## src/rtl/mealy_pkg.sv

```systemverilog
// Shared defaults, table entry layout and the state legality check for the
// runtime-programmable Mealy machine.
package mealy_pkg;

    localparam int N_STATES_DEF = 4;
    localparam int IN_W_DEF     = 2;
    localparam int OUT_W_DEF    = 1;
    localparam int CNT_W_DEF    = 8;
    localparam int SW_DEF       = $clog2(N_STATES_DEF);

    // Entry layout at default widths; the table stores {nxt, o} in this order.
    typedef struct packed {
        logic [SW_DEF-1:0]    nxt;
        logic [OUT_W_DEF-1:0] o;
    } mealy_entry_t;

    function automatic logic legal_state(input int unsigned s, input int unsigned n);
        return s < n;
    endfunction

endpackage

```

## src/rtl/mealy_table.sv

```systemverilog
// Flop-based transition table: one combinational read port, one synchronous
// write port, synchronous reset of every row to a self-loop with zero output.
module mealy_table
    import mealy_pkg::*;
#(
    parameter int N_STATES = N_STATES_DEF,
    parameter int IN_W     = IN_W_DEF,
    parameter int OUT_W    = OUT_W_DEF,
    parameter int SW       = $clog2(N_STATES)
) (
    input  logic                clk,
    input  logic                reset,
    input  logic [SW-1:0]       rd_state_i,
    input  logic [IN_W-1:0]     rd_sym_i,
    output logic [SW+OUT_W-1:0] rd_data_o,
    input  logic                we_i,
    input  logic [SW-1:0]       wr_state_i,
    input  logic [IN_W-1:0]     wr_sym_i,
    input  logic [SW+OUT_W-1:0] wr_data_i
);

    localparam int N_SYM = 2 ** IN_W;

    logic [SW+OUT_W-1:0] tbl_q [N_STATES][N_SYM];

    // Rows beyond N_STATES do not exist; the top traps that case separately.
    always_comb begin
        rd_data_o = '0;
        if (legal_state(32'(rd_state_i), N_STATES))
            rd_data_o = tbl_q[rd_state_i][rd_sym_i];
    end

    always_ff @(posedge clk) begin
        if (reset) begin
            for (int r = 0; r < N_STATES; r++)
                for (int c = 0; c < N_SYM; c++)
                    tbl_q[r][c] <= {SW'(r), {OUT_W{1'b0}}};
        end else if (we_i) begin
            tbl_q[wr_state_i][wr_sym_i] <= wr_data_i;
        end
    end

endmodule

```

## src/rtl/mealy_prog.sv

```systemverilog
// Runtime-programmable Mealy machine: current state, last output, step valid
// pulse, saturating step counter and sticky error around a programmable table.
module mealy_prog
    import mealy_pkg::*;
#(
    parameter int N_STATES = N_STATES_DEF,
    parameter int IN_W     = IN_W_DEF,
    parameter int OUT_W    = OUT_W_DEF,
    parameter int CNT_W    = CNT_W_DEF,
    localparam int SW      = $clog2(N_STATES)
) (
    input  logic             clk,
    input  logic             reset,
    input  logic [IN_W-1:0]  sw_in,
    input  logic             ctrl_in,
    input  logic             load_in,
    input  logic [SW-1:0]    state_in,
    input  logic             cfg_we,
    input  logic [SW-1:0]    cfg_state,
    input  logic [IN_W-1:0]  cfg_sym,
    input  logic [SW-1:0]    cfg_next,
    input  logic [OUT_W-1:0] cfg_out,
    output logic [SW-1:0]    state,
    output logic [OUT_W-1:0] out,
    output logic             out_vld,
    output logic             err,
    output logic [CNT_W-1:0] step_cnt
);

    localparam logic [CNT_W-1:0] CNT_MAX = '1;

    logic [SW-1:0]       state_q;
    logic [OUT_W-1:0]    out_q;
    logic                vld_q, err_q;
    logic [CNT_W-1:0]    cnt_q, cnt_d;
    logic [SW+OUT_W-1:0] rd_data;
    logic [SW-1:0]       rd_nxt, preset_d;
    logic [OUT_W-1:0]    rd_o;
    logic                in_legal, cur_legal, nxt_legal, cfg_legal, wr_ok;

    assign {rd_nxt, rd_o} = rd_data;

    assign in_legal  = legal_state(32'(state_in), N_STATES);
    assign cur_legal = legal_state(32'(state_q), N_STATES);
    assign nxt_legal = legal_state(32'(rd_nxt), N_STATES);
    assign cfg_legal = legal_state(32'(cfg_state), N_STATES) &&
                       legal_state(32'(cfg_next), N_STATES);
    assign wr_ok     = cfg_we && cfg_legal;
    assign preset_d  = in_legal ? state_in : '0;
    assign cnt_d     = (cnt_q == CNT_MAX) ? cnt_q : cnt_q + 1'b1;

    // Table write lands at the edge, so a same-cycle step reads the old entry.
    mealy_table #(
        .N_STATES (N_STATES),
        .IN_W     (IN_W),
        .OUT_W    (OUT_W),
        .SW       (SW)
    ) u_table (
        .clk        (clk),
        .reset      (reset),
        .rd_state_i (state_q),
        .rd_sym_i   (sw_in),
        .rd_data_o  (rd_data),
        .we_i       (wr_ok),
        .wr_state_i (cfg_state),
        .wr_sym_i   (cfg_sym),
        .wr_data_i  ({cfg_next, cfg_out})
    );

    always_ff @(posedge clk) begin
        if (reset) begin
            state_q <= preset_d;
            err_q   <= !in_legal;
            out_q   <= '0;
            vld_q   <= 1'b0;
            cnt_q   <= '0;
        end else begin
            vld_q <= 1'b0;
            if (cfg_we && !cfg_legal)
                err_q <= 1'b1;
            if (load_in) begin
                state_q <= preset_d;
                cnt_q   <= '0;
                if (!in_legal)
                    err_q <= 1'b1;
            end else if (ctrl_in) begin
                if (cur_legal && nxt_legal) begin
                    state_q <= rd_nxt;
                    out_q   <= rd_o;
                    vld_q   <= 1'b1;
                    cnt_q   <= cnt_d;
                end else begin
                    // Corrupt state: hold position, blank the output, flag it.
                    out_q <= '0;
                    err_q <= 1'b1;
                end
            end
        end
    end

    assign state    = state_q;
    assign out      = out_q;
    assign out_vld  = vld_q;
    assign err      = err_q;
    assign step_cnt = cnt_q;

endmodule

```

## config.mk

```make
export PLATFORM = sky130hd
export DESIGN_NAME = mealy_prog
export DESIGN_NICKNAME = d
export VERILOG_FILES = /design/src/rtl/mealy_pkg.sv /design/src/rtl/mealy_table.sv /design/src/rtl/mealy_prog.sv
export SDC_FILE = /design/constraint.sdc
export NUM_CORES = 1
export LEC_CHECK = 0
export ABC_CLOCK_PERIOD_IN_PS = 3800
export BUFFER_PORTS_ARGS = -buffer_cell sky130_fd_sc_hd__buf_2
export CAP_MARGIN = 10
export CORE_AREA = 3 3 98 100
export CTS_CLUSTER_DIAMETER = 120
export CTS_CLUSTER_SIZE = 20
export DETAILED_ROUTE_END_ITERATION = 8
export DIE_AREA = 0 0 101 103
export PLACE_DENSITY = 0.52
export SLEW_MARGIN = 25
export SYNTH_ARGS = -nofsm -noshare
export SYNTH_HDL_FRONTEND = slang
export SYNTH_HIERARCHICAL = 1
export SYNTH_SLANG_ARGS = --single-unit
```

## constraint.sdc

```tcl
create_clock -name clk -period 3.8 [get_ports clk]
set_input_delay 0.76 -clock clk [delete_from_list [all_inputs] [get_ports clk]]
set_output_delay 0.76 -clock clk [all_outputs]
set_load 0.005 [all_outputs]
```

==> reports/qor.txt <==
worst slew pin tran: 0.718 ns
crit start category: flip-flop
hold depth: 2
via count: 1897
# fillers: 838
Yosys Warn Count: 6
cell area after placement: 3180 µm²
Synth Register Bits: 60
EDFF count, synth: 50
row count: 34
largest net degree at the start of global routing: 26
Layout Nets: 275
min-delay worst type: reg2reg
cts repair resizes: 0
CP max-delay cell: edfxtp_1
clock-pin slew on the worst setup and hold paths: 0.07 ns
die extent in x: 101 µm
Final Setup Violations: 0
Hold Slack: 0.490 ns
vias per inst: 5.11
Vert. Die Dim: 103 µm
post-synthesis sequential area ratio: 57.0%
vias in the first global route: 1859
layout cells sized above 1: 28.1%
die area: 10400 µm²
Post-Syn Area: 2990 µm²
# clock sinks: 60
WL final: 6.12 mm
post-DR wirelength/cell: 16.5 µm
synth unique cells: 43
crit-path cells: mux4_2, a22oi_1, nand3_1, mux2_2
Final TNS setup: 0 ns
Setup Buffers After CTS: 0
Critical Path AT: 2.31 ns
DR pass1 iterations: 4
deepest clock path buffer count: 2
CTS Hold Buffers Added: 0
cell count after synthesis: 233
final instance area: 3380 µm²
initial antenna violation count: 0
worst reg-to-reg path cell count: 4
critical path capture point type: flip-flop
Max VDD drop: 0.197 mV
drt drc: 0
FMAX: 0.448 GHz
RePlAce Congestion: 0.788
worst-path maximum fanout: 13
Clock Latency Late Sink: 0.34 ns
Period minus WS final: 2.23 ns
run status: completed
syn nets: 250
port bufs: 27
Async SR Flop Fraction: 0%
Multi-input gate area: 1210 µm²
Root Driver: clkbuf_8
TritonCTS clock tree: yes
Pwr Density: 433 nW/µm²
slew margin rel.: 52.1%
CP required: 3.88 ns
critical path's largest stage delay: 0.81 ns
Routed Antenna Nets: 0
Synth-to-Final Area Change: 13.2%
IO Count: 29
grt ovf: 0
fin crit share: 58.7%
n_diodes: 0
Final Skew: 0.0131 ns
Initial Util: 34.1%
DR iter-0 viols: 111
Setup CP Type: reg2reg
P_leak: 1.20 nW
max-cap violation count: 0
Num CTS Buffers: 9
core area: 8760 µm²
endpoints failing hold: 0
global-route wire length before repair: 9.77 mm
Total GRT Usage: 12.6%
CTS H-tree lvls: 3
Sequential Area: 1700 µm²
most frequent cells in the layout: edfxtp_1, and2_1, buf_2
DP HPWL: 4.20 mm
Pins Over Slew Limit: 0
RSZ-0062 raised after global routing: false
post-synthesis area per instance: 12.8 µm²
most common cell after layout, fill and taps aside: edfxtp_1
Top FF cell, synth: edfxtp_1
## power breakdown
group | internal (W) | leakage (nW) | total [W] | switching, W
clock | 0.000304 | 0.0918 | 0.000569 | 0.000265
sequential | 0.000746 | 0.568 | 0.000770 | 0.0000244
combinational | 0.0000636 | 0.544 | 0.000126 | 0.0000620
total | 0.00111 | 1.20 | 0.00147 | 0.000352
## routing by layer
metal	GRT usage (%)	wire length [µm]	up-vias
li1	-	-	930
met4	3.37	57	0
met5	0	0	-
met2	19.2	2810	48
met1	17.3	2900	913
met3	4.33	354	6
## worst paths after layout
kind | from | to | slack (ns)
setup / recovery | state[0] | state[1] | 1.57
hold / removal | out | out | 0.49
setup reg to reg | state[0] | state[1] | 1.57
hold reg to reg | out | out | 0.49
## area by class of cell
cell class              count  share of cell area, %
repair buffers             27                   4.00
clock inverters             7                   2.22
well taps                 108                   4.00
flip-flops and latches     60                   50.3
clock buffers               9                   3.66
multi-input cells         160                   35.8
## state kept, by name, summed over array words and instances (netlist names)
| signal | flops |
|---|---|
| u_table/tbl_q | 48 |
| step_cnt | 8 |
| state | 2 |
| out_vld | 1 |
| out | 1 |
## cells in the mapped netlist (3+ instances only)
library cell	n	share of area, %
nand3_1	7	1.2
a22oi_1	3	0.75
a211oi_1	3	0.75
mux4_2	7	5.3
nor3_1	4	0.67
or2_2	16	3.4
mux4_1	5	4.4
or3_1	17	3.6
nand2_1	11	1.4
edfxtp_1	50	50
clkbuf_1	6	0.75
and2_1	33	6.9
mux2i_1	3	1.0
dfxtp_1	10	6.7
nor2_1	15	1.9
a21oi_1	4	0.67
## kinds of logic (layout without fill, tap and decap cells)
logic type               Yosys count  after routing  share of synthesized area, %
flip-flops                        60             60                          57.0
adder cells (fa/ha/maj)            1              1                         0.419
AO/OA/AOI/OAI                     17             17                          3.94
multiplexers                      17             17                          11.4
AND/OR/NAND/NOR                  124            124                          24.6
other                              1              1                         0.126
buffers and inverters             13             43                          2.47
## worst max-delay path, delay by kind of cell (launching register included)
kind            cells  cell delay [ns]
flops               1             0.81
mux                 2             0.85
compound gates      1             0.21
simple gates        1             0.12
## stage by stage
step                power (W)  std cells  utilization [%]  setup WS (ns)
floorplan            0.000865        233                -           1.80
global placement     0.000914        355             36.3           1.46
detailed placement   0.000914        355             36.3           1.44
CTS                   0.00149        371             38.6           1.51
global route          0.00154        371             38.6           1.41
finish                0.00147        371             38.6           1.57
(Power assumes the default switching activity.)
